==> config.mk <==
export PLATFORM = sky130hd
export DESIGN_NAME = etpu_io_streamer
export DESIGN_NICKNAME = d
export VERILOG_FILES = /design/src/rtl/etpu_io_streamer.sv
export SDC_FILE = /design/constraint.sdc
export NUM_CORES = 1
export LEC_CHECK = 0
export CAP_MARGIN = 20
export CORE_AREA = 4 4 207 209
export CTS_CLUSTER_SIZE = 30
export DETAILED_ROUTE_END_ITERATION = 8
export DIE_AREA = 0 0 211 213
export PLACE_DENSITY = 0.7
export SETUP_SLACK_MARGIN = 0.05
export SYNTH_ARGS = -nofsm -noshare
export SYNTH_HDL_FRONTEND = slang
export SYNTH_SLANG_ARGS = --single-unit
==> constraint.sdc <==
create_clock -name wb_clk_i -period 7.6 [get_ports wb_clk_i]
set_input_delay 0.76 -clock wb_clk_i [delete_from_list [all_inputs] [get_ports wb_clk_i]]
set_output_delay 0.76 -clock wb_clk_i [all_outputs]
set_load 0.005 [all_outputs]
==> src/rtl/etpu_io_streamer.sv <==
// etpu_io_streamer
// Output stage behind the eTPU systolic array. Accepts one N x N frame of
// signed accumulators per handshake, saturates every word to signed 16 bits
// and streams the words one at a time onto the user GPIO bank.
// Each word is held with io_en high for HOLD cycles, followed by one gap cycle.
//
// Ports:
//   wb_clk_i    in   system clock
//   wb_rst_i    in   asynchronous active-high reset
//   res_valid   in   result frame available
//   res_ready   out  streamer can accept a frame (combinational)
//   res_data    in   flattened frame, word k at [k*ACC_W +: ACC_W]
//   abort       in   synchronous frame cancel
//   io_data     out  saturated word            (mprj_io[23:8])
//   io_idx      out  index of the current word (mprj_io[27:24])
//   io_en       out  word-valid strobe         (mprj_io[28])
//   io_active   out  frame in progress         (mprj_io[29])
//   done_pulse  out  one-cycle end-of-frame pulse
//
// All GPIO-facing outputs are registered from the current FSM state, so
// they trail the state by one cycle: a handshake at edge T shows word 0
// after edge T+1.
module etpu_io_streamer #(
  parameter int N     = 4,
  parameter int ACC_W = 32,
  parameter int HOLD  = 2
) (
  input  logic                   wb_clk_i,
  input  logic                   wb_rst_i,
  input  logic                   res_valid,
  output logic                   res_ready,
  input  logic [N*N*ACC_W-1:0]   res_data,
  input  logic                   abort,
  output logic [15:0]            io_data,
  output logic [3:0]             io_idx,
  output logic                   io_en,
  output logic                   io_active,
  output logic                   done_pulse
);

  localparam int NN = N * N;

  typedef enum logic [1:0] {IDLE, SHOW, GAP, DONE} state_t;

  state_t      r_state, w_state_next;
  logic [3:0]  r_k, w_k_next;
  logic [7:0]  r_hold, w_hold_next;

  logic [15:0] r_io_data, w_io_data_next;
  logic [3:0]  r_io_idx, w_io_idx_next;
  logic        r_io_en, w_io_en_next;
  logic        r_io_active, w_io_active_next;
  logic        r_done, w_done_next;

  logic [15:0] r_buf [NN];
  logic [15:0] w_sat [NN];
  logic        w_hs;

  assign res_ready = (r_state == IDLE) && !abort;
  assign w_hs      = res_valid && res_ready;

  // Saturate every input word to signed 16 bits and capture on handshake.
  // A word fits when all bits from 15 upward are identical (pure sign
  // extension); otherwise its sign picks the clamp value.
  genvar gi;
  generate
    for (gi = 0; gi < NN; gi++) begin : g_sat
      logic [ACC_W-16:0] w_top;
      assign w_top = res_data[gi*ACC_W+15 +: ACC_W-15];
      assign w_sat[gi] = ((&w_top) || !(|w_top)) ? res_data[gi*ACC_W +: 16]
                       : (w_top[ACC_W-16] ? 16'h8000 : 16'h7FFF);

      always_ff @(posedge wb_clk_i) begin
        if (w_hs) begin
          r_buf[gi] <= w_sat[gi];
        end
      end
    end
  endgenerate

  // State and datapath registers.
  always_ff @(posedge wb_clk_i or posedge wb_rst_i) begin
    if (wb_rst_i) begin
      r_state     <= IDLE;
      r_k         <= '0;
      r_hold      <= '0;
      r_io_data   <= '0;
      r_io_idx    <= '0;
      r_io_en     <= 1'b0;
      r_io_active <= 1'b0;
      r_done      <= 1'b0;
    end else begin
      r_state     <= w_state_next;
      r_k         <= w_k_next;
      r_hold      <= w_hold_next;
      r_io_data   <= w_io_data_next;
      r_io_idx    <= w_io_idx_next;
      r_io_en     <= w_io_en_next;
      r_io_active <= w_io_active_next;
      r_done      <= w_done_next;
    end
  end

  // Next-state and next-output logic.
  always_comb begin
    w_state_next     = r_state;
    w_k_next         = r_k;
    w_hold_next      = r_hold;
    w_io_data_next   = r_io_data;
    w_io_idx_next    = r_io_idx;
    w_io_en_next     = 1'b0;
    w_io_active_next = 1'b0;
    w_done_next      = 1'b0;

    case (r_state)
      IDLE: begin
        if (w_hs) begin
          w_state_next = SHOW;
          w_k_next     = '0;
          w_hold_next  = '0;
        end
      end
      SHOW: begin
        w_io_en_next     = 1'b1;
        w_io_active_next = 1'b1;
        w_io_data_next   = r_buf[r_k];
        w_io_idx_next    = r_k;
        if (r_hold == 8'(HOLD - 1)) begin
          w_state_next = GAP;
          w_hold_next  = '0;
        end else begin
          w_hold_next = r_hold + 8'd1;
        end
      end
      GAP: begin
        // io_data/io_idx simply keep their value through the gap.
        w_io_active_next = 1'b1;
        if (r_k < 4'(NN - 1)) begin
          w_k_next     = r_k + 4'd1;
          w_hold_next  = '0;
          w_state_next = SHOW;
        end else begin
          w_state_next = DONE;
        end
      end
      DONE: begin
        w_done_next  = 1'b1;
        w_state_next = IDLE;
      end
      default: begin
        w_state_next = IDLE;
      end
    endcase

    // Cancel wins over everything except reset; the pulse is suppressed too.
    if (abort) begin
      w_state_next     = IDLE;
      w_k_next         = '0;
      w_hold_next      = '0;
      w_io_data_next   = '0;
      w_io_idx_next    = '0;
      w_io_en_next     = 1'b0;
      w_io_active_next = 1'b0;
      w_done_next      = 1'b0;
    end
  end

  assign io_data    = r_io_data;
  assign io_idx     = r_io_idx;
  assign io_en      = r_io_en;
  assign io_active  = r_io_active;
  assign done_pulse = r_done;

endmodule

=== Yosys cells after proc, flatten, opt, wreduce, memory -nomap -nowiden ===
Memories as Yosys holds them, arrays and structs flattened.
Index checks and enable logic that the tools add are counted.

* Flip-flop bits (word level): 37
* RAM bits: 256
* Input port bits: 516
* Output and inout port bits: 24
* Word-level logic and storage cells: 152
* Memories kept: 1

{| class="wikitable"
|+ Memories
! memory !! depth !! width !! read ports !! clocked after memory_dff !! write ports !! RTL line !! text
|-
| r_buf || 16 || 16 || 1 || 0 || 16 || 55 || <nowiki>logic [15:0] r_buf [NN];</nowiki>
|}

* Add/sub/neg operators: 2
* Magnitude comparators: 1
* Equality and inequality tests: 7
* Muxes and demuxes: 58
* Reduce and logical (&&, ||, !) cells: 75

{| class="wikitable"
|+ Operators with widths
! kind !! count
|-
| two-way mux 16 bit || 34
|-
| AND reduction 17 bit || 16
|-
| OR reduction 17 bit || 16
|-
| two-way mux 8 bit || 4
|-
| one-hot mux 8 bit (3 select lines) || 1
|-
| two-way mux 4 bit || 5
|-
| logical NOT 1 bit || 17
|-
| logical OR 1 bit || 16
|-
| inequality test 3 bit (second input constant) || 3
|-
| adder 8 x 1 -> 8 bit (second input constant) || 1
|-
| == test 8 x 1 -> 1 bit (second input constant) || 1
|-
| two-way mux 1 bit || 8
|-
| two-way mux 2 bit || 4
|-
| one-hot mux 2 bit (4 select lines) || 1
|-
| one-hot mux 4 bit (2 select lines) || 1
|-
| AND reduction 3 bit || 2
|-
| adder 4 x 1 -> 4 bit (second input constant) || 1
|-
| == test 2 bit (second input constant) || 2
|-
| < comparator 4 bit (second input constant) || 1
|-
| nonzero test 4 bit || 1
|-
| nonzero test 3 bit || 1
|-
| == test 2 x 1 -> 1 bit (second input constant) || 1
|-
| logical AND 1 bit || 2
|-
| logical NOT 2 bit || 1
|-
| other kinds (3) || 3
|}

=== Depth between registers and ports, before layout ===
Gate-level depths: netlist of run 1.

* Depth in word-level cells: 6
* Gate-level depth with buffers: 9

=== Worst setup path after synthesis of run 1 ===
OpenSTA, ideal clock, no wires.

* Path type: register -> register
* Start: register r_state[0]
* End: memory r_buf[0][0] (enable)
* Setup time: 0.649 ns
* Arrival: 6.888 ns
* Data required time: 6.951 ns
* Path slack: 0.063 ns
* Cell stages (with the launch flop): 5
* Buffers on the path: 0
* Period minus slack after synthesis: 7.537 ns
* Cells stage by stage: dfrtp_1 -> inv_1 -> ha_1 -> nor2b_1 -> and2_1

{| class="wikitable"
|+ RTL lines
! item !! RTL line !! text
|-
| start, declared || 45 || <nowiki>state_t r_state, w_state_next;</nowiki>
|-
| start signal, assigned || 93 || <nowiki>r_state <= w_state_next;</nowiki>
|-
| end, declared || 55 ||
|}

=== Worst setup path in the final report of run 1 ===
* Start: input abort
* End: output res_ready

* Cells in the longest elaborated chain, start to end: 2

{| class="wikitable"
|+ RTL lines
! item !! RTL line !! text
|-
| start, declared || 33 || <nowiki>input logic abort,</nowiki>
|-
| logical NOT 1 bit || 59 || <nowiki>assign res_ready = (r_state == IDLE) && !abort;</nowiki>
|-
| logical AND 1 bit || 59 ||
|-
| end, declared || 31 || <nowiki>output logic res_ready,</nowiki>
|}

Every way passes these cells.

==> run_results.csv, run 1 <==
group,metric,value,unit
status,status,"finished, final reports clean",
global_routing,grt_pass1_wl,80.2,mm
hold_path,min_path_type,"reg2reg",
clocking,cts_setup_buffers,0,
routing,drt_iter0_drc,752,
timing,min_period_over_period,40.6,%
power_and_ir_drop,pwr-share-clk,33.6,%
logic_synthesis,synth_top_area_share,51.9,%
worst_setup_path,crit_chain,"clkdlybuf4s50_1, nor2b_1, clkdlybuf4s50_1",
logic_synthesis,ys_ff_latch,293,
logic_synthesis,synth_top_cell_by_area,"edfxtp_1",
worst_setup_path,cpMostUsedCell,"clkdlybuf4s50_1",
power_and_ir_drop,power_switching,1.14,mW
worst_setup_path,slowest_stage,"clkdlybuf4s50_1",
logic_synthesis,syn_inst,1136,
cells_and_area,fillers,3437,
die,die-width,211,µm
routing,vias,12200,
timing,min_period,3090,ps
logic_synthesis,synth_warnings,0,
clocking,tritoncts,"done",
power_and_ir_drop,power.density,207,nW/µm²
worst_setup_path,cp-endpoint,"res_ready",
cells_and_area,nets,2180,
logic_synthesis,synth_area_leaders,"edfxtp_1 52%, a21o_1 12%, dfrtp_1 6.2%",
die,io_pins,540,
global_routing,grt_pass1_vias,13100,
die,die_h,213,µm
logic_synthesis,syn_avg_cell_area,13.0,µm²
cells_and_area,instances_no_fill,2213,
clocking,clkTransAtPathRegs,60,ps
worst_setup_path,crit_path_start,"abort",
routing,vias_per_cell,5.53,
timing,rsz0062_at_grt,"no",
power_and_ir_drop,peakVddDrop,0.143,mV
job,maxCapViolations,0,
power_and_ir_drop,leakage,8.47,nW
timing,maxSlewHeadroom,29.6,%
cells_and_area,final-seq-area,8620,µm²
worst_setup_path,cp.required,6840,ps
logic_synthesis,ys.flop_type,"edfxtp_1",
logic_synthesis,yosysMostFrequentCell,"edfxtp_1",
logic_synthesis,async_reset_ff_share,12.6,%
global_routing,overflow,0,
worst_setup_path,worstRegToRegCells,6,
logic_synthesis,synth_seq_area_share,58.1,%
timing,hold_slack,494,ps
power_and_ir_drop,p_seq_share,46.0,%
cells_and_area,area_growth,48.1,%
worst_setup_path,criticalPathCategory,"in2out",
clocking,hold_buffers,0,
die,dieArea,44900,µm²
cells_and_area,drive_above_1_share,11.9,%
timing,tightest_slew,1060,ps
placed_design,dp_hpwl,42.3,mm
worst_setup_path,critPathLaunchType,"input port",
logic_synthesis,syn_area,14800,µm²
worst_setup_path,arrival,2330,ps
clocking,root_buffer,"clkbuf_16",
worst_setup_path,worstPathMaxFanout,14,
worst_setup_path,r2r_slack,4660,ps
worst_setup_path,r2r-end,"io_data[7]",
die,design.core.area,40800,µm²
placed_design,placedCellCount,2148,
timing,fin_worst_skew,21.5,ps
cells_and_area,multiInputGateArea,6000,µm²
clocking,htree_levels,2,
worst_setup_path,cp-end-kind,"output port",
routing,firstDrtPassIters,5,
routing,drt-wirelength-per-cell,24.9,µm
logic_synthesis,synth_edf_count,256,
clocking,clockBufferDepth,3,
die,start_util,36.3,%
placed_design,place_congestion,0.903,
clocking,numCtsBuffers,34,
timing,setup_violations,0,
routing,drcViolationCount,0,
timing,hold_viol,0,
logic_synthesis,syn-num-nets,1660,
timing,finalMaxSlewViolations,0,
timing,fmax,324,MHz
power_and_ir_drop,intPower,3.40,mW
timing,tns,0,ps
placed_design,io_buffers,539,
logic_synthesis,synthTopCellsByCount,"256 x edfxtp_1, 240 x a21o_1, 65 x nor4_1, 64 x nand4_1, 59 x clkbuf_1",
routing,routed_wl,55.0,mm
global_routing,grt_usage,23.7,%
logic_synthesis,yosysUniqueCellTypes,37,
power_and_ir_drop,p_sw_share,25.2,%
clocking,clock_latency,530,ps
clocking,ctsResizeCount,0,
clocking,cts_sinks,293,
power_and_ir_drop,comb_power_share,20.4,%
global_routing,grt_max_degree,129,
die,rows,74,
global_routing,grt_antenna_before_repair,6,
power_and_ir_drop,power,4.55,mW
routing,postRouteAntennaNets,0,
worst_setup_path,worstReg2RegStart,"r_k[1]",
worst_setup_path,critPathMaxStageDelay,650,ps
==> kinds of logic (layout without fill, tap and decap cells) <==
family,count (synthesis),count (layout),synth area share (%)
compound gates,361,361,17.7
flops,293,293,58.1
simple gates,279,279,10.1
mux,112,112,11.2
buf+inv,83,626,2.19
fa+ha+maj,8,8,0.675
other cells,0,2,0
==> cells in the final DEF (no fill, tap or decap), drive strengths merged, types with 2 or more instances in the layout <==
master	count
bufinv	2
a21o	240
nand2	34
mux2i	22
clkdlybuf4s50	539
nor4	65
buf	21
a31o	16
mux2	52
a21oi	24
ha	8
nand2b	8
clkbuf	42
clkinv	14
a311oi	16
nor2b	5
o41ai	2
nand3	5
inv	8
and2	2
o22ai	26
mux4	38
or2	2
and3	20
nor2	58
nand4	64
dfrtp	37
o21ai	33
diode	2
nor3	14
edfxtp	256
==> metrics by stage <==
step / worst slack, ps / instance area, µm² / util, %
after floorplan: 63.0 / 14800 / -
after global placement: 3900 / 20800 / 51.0
after detailed placement: 3800 / 20900 / 51.1
after CTS: 4350 / 21900 / 53.6
after global routing: 4380 / 21900 / 53.8
final: 4510 / 21900 / 53.8
==> worst max-delay path: cells and delay by family <==
kind	cells	cell delay, ps
buffers and inverters	2	1220
and+or+nand+nor	1	340
==> how the worst min path moves through the flow <==
stage / from / end / slack (ps) / depth (start not counted)
after global routing: io_data[4] / io_data[4] / 530 / 2
after floorplan: io_idx[3] / io_idx[3] / 470 / 2
after detailed placement: io_data[5] / io_data[5] / 490 / 2
after global placement: io_data[11] / io_data[11] / 480 / 2
final: io_data[5] / io_data[5] / 490 / 2
after CTS: io_data[5] / io_data[5] / 500 / 2
==> power by group through the flow <==
stage,Sequential [mW],Clock [mW],Combinational (mW)
finish,2.09,1.53,0.927
global route,2.11,1.63,0.998
floorplan,2.13,0,0.421
detailed placement,2.13,0,0.925
global placement,2.12,0,0.905
CTS,2.10,1.56,0.929
==> routing by layer <==
metal  vias to the layer above  part of all wire (%)  GRT usage, %
met4                         4                   2.5          6.37
met1                      5987                    38          28.5
met5                         -                 0.038             0
li1                       5618                     -             -
met2                       550                    51          43.0
met3                        84                   7.6          5.01
==> flip-flops by register name (all words and copies together) (netlist names) <==
register and cells:
r_buf 256, io_data 16, r_hold 8, io_idx 4, r_k 4, r_state 2
done_pulse 1, io_active 1, io_en 1
==> area by class of cell <==
type / instances / share of cell area, %
flip-flops and latches: 293 / 39.3
well taps: 532 / 3.03
multi-input cells: 760 / 27.3
repair buffers: 560 / 25.5
inverters: 7 / 0.120
clock inverters: 17 / 0.678
clock buffers: 42 / 4.01
diodes: 2 / 0.0228
Power figures use the tool's default switching activity.
==> inputs of run 2 (changes only) <==
- clock period: 7.6 -> 2.8 ns (I/O delays scaled with it)
==> run_results.csv, run 2 (synthesized netlist as in run 1, its figures left out) <==
group,metric,value,unit
status,status,"finished, final reports clean",
die,dieArea,44900,µm²
placed_design,dp_hpwl,44.6,mm
clocking,root_buffer,"clkbuf_16",
power_and_ir_drop,intPower,9.10,mW
die,design.core.area,40800,µm²
routing,postRouteAntennaNets,0,
global_routing,grt_max_degree,57,
timing,fin_worst_skew,8.98,ps
worst_setup_path,worstPathMaxFanout,21,
clocking,cts_setup_buffers,0,
die,rows,74,
global_routing,met2_usage,43.3,%
timing,rsz0062_at_grt,"no",
cells_and_area,most-common-layout-cells,"539 x clkdlybuf4s50_1, 256 x edfxtp_1, 240 x a21o_1",
worst_setup_path,criticalPathCategory,"reg2reg",
timing,setup_violations,0,
routing,routed_wl,56.9,mm
clocking,htree_levels,1,
power_and_ir_drop,power,12.3,mW
routing,vias_per_cell,5.56,
die,die_h,213,µm
cells_and_area,final_area,22100,µm²
worst_setup_path,cp-end-kind,"flip-flop",
routing,firstDrtPassIters,5,
routing,vias,12400,
worst_setup_path,critPathMaxStageDelay,720,ps
clocking,clkTransAtPathRegs,60,ps
die,start_util,36.3,%
timing,hold_viol,0,
power_and_ir_drop,leakage,8.57,nW
placed_design,place_area,21100,µm²
placed_design,io_buffers,539,
power_and_ir_drop,p_sw_share,25.8,%
timing,min_period_over_period,85.6,%
global_routing,grt_usage,24.2,%
timing,min_period,2400,ps
global_routing,met3_usage,5.27,%
worst_setup_path,critPathLaunchType,"flip-flop",
power_and_ir_drop,power_switching,3.17,mW
clocking,hold_buffers,0,
timing,fin_ws,404,ps
job,maxCapViolations,0,
cells_and_area,area_growth,49.3,%
power_and_ir_drop,peakVddDrop,0.554,mV
global_routing,grt_pass1_vias,13300,
global_routing,grt_antenna_before_repair,5,
placed_design,place_congestion,0.974,
routing,drt-wirelength-per-cell,25.4,µm
global_routing,busiest_layer,"met2",
worst_setup_path,arrival,2840,ps
routing,drt_iter0_drc,826,
worst_setup_path,cpLargestDelayFamily,"compound AO/OA/AOI/OAI gates",
clocking,clockBufferDepth,3,
timing,finalMaxSlewViolations,0,
clocking,ctsResizeCount,0,
die,io_pins,540,
timing,maxSlewHeadroom,25.3,%
clocking,cts_sinks,293,
power_and_ir_drop,power.density,554,nW/µm²
cells_and_area,final_common_cell,"clkdlybuf4s50_1",
timing,fmax,417,MHz
worst_setup_path,crit_chain,"nand2_1, o22ai_1, nor3_1, a21oi_1, o21ai_0",
die,die-width,211,µm
worst_setup_path,crit_buf_inv,0,
global_routing,grt_pass1_wl,82.4,mm
clocking,tritoncts,"done",
timing,tightest_slew,1120,ps
clocking,numCtsBuffers,31,
timing,tns,0,ps
cells_and_area,largest_reg_flops,256,
cells_and_area,largest-register,"r_buf",
worst_setup_path,cp.required,3240,ps
hold_path,min_path_type,"in2async",
global_routing,overflow,0,
power_and_ir_drop,comb_power_share,21.9,%
worst_setup_path,slowest_stage,"dfrtp_4",
power_and_ir_drop,p_seq_share,46.0,%
cells_and_area,drive_above_1_share,13.3,%
cells_and_area,nets,2200,
power_and_ir_drop,pwr-share-clk,32.0,%
clocking,clock_latency,570,ps
placed_design,place_ws,319,ps
routing,drcViolationCount,0,
global_routing,met1_usage,29.4,%
==> run 2: changes by cell type in the layout (fill, tap and decap cells not counted), moves of 2 or more <==
cell | previous run | this run
buf_4 | 15 | 35
inv_2 | 0 | 2
buf_6 | 4 | 0
clkinvlp_4 | 0 | 4
inv_1 | 6 | 4
buf_12 | 1 | 9
clkbuf_1 | 8 | 4
clkbuf_16 | 34 | 31
==> run 2: worst paths after layout <==
path	from	to	slack, ps	depth (start not counted)
min reg2reg	io_idx[3]	io_idx[3]	490	2
max in group asynchronous	wb_rst_i	r_k[0]	2270	3
min	wb_rst_i	r_hold[2]	130	3
max	r_k[0]	io_data[7]	400	5
min in group wb_clk_i	res_data[164]	r_buf[5][4]	360	2
max reg2reg	r_k[0]	io_data[7]	400	5
==> run 2: worst register-to-register path, delay by kind of cell, from the launching register on <==
kind | cells | cell delay (ps)
AO/OA/AOI/OAI | 3 | 870
flip-flops | 1 | 720
AND/OR/NAND/NOR | 2 | 690
==> run 2: final cells by class <==
type / count / area (µm²)
fill: 3455 / 18700
sequential: 293 / 8620
multi-input combinational: 760 / 6020
timing repair buffer: 583 / 5840
clock buffer: 35 / 791
tap: 532 / 666
clock inverter: 21 / 163
inverter: 7 / 26.3
antenna: 3 / 7.51
==> run 2: through the flow <==
step / std cells / util [%] / hold slack, ps
CTS: 2228 / 54.1 / 124
global placement: 2172 / 51.8 / 473
finish: 2234 / 54.2 / 126
detailed placement: 2172 / 51.8 / 478
global route: 2234 / 54.2 / 174
floorplan: 1136 / - / 447
==> run 2: power by group through the flow <==
stage	registers (mW)	logic [mW]	clock network, mW
after global placement	5.73	2.67	0
after floorplan	5.65	1.17	0
final	5.65	2.69	3.93
after global routing	5.69	2.89	4.19
after CTS	5.65	2.72	4.02
after detailed placement	5.74	2.70	0
==> run 2: per-layer routing <==
layer	share of wire [%]	wire length (µm)
met4	3.3	1890
met5	0.056	32
met2	50	28600
met1	38	21800
met3	8.1	4610
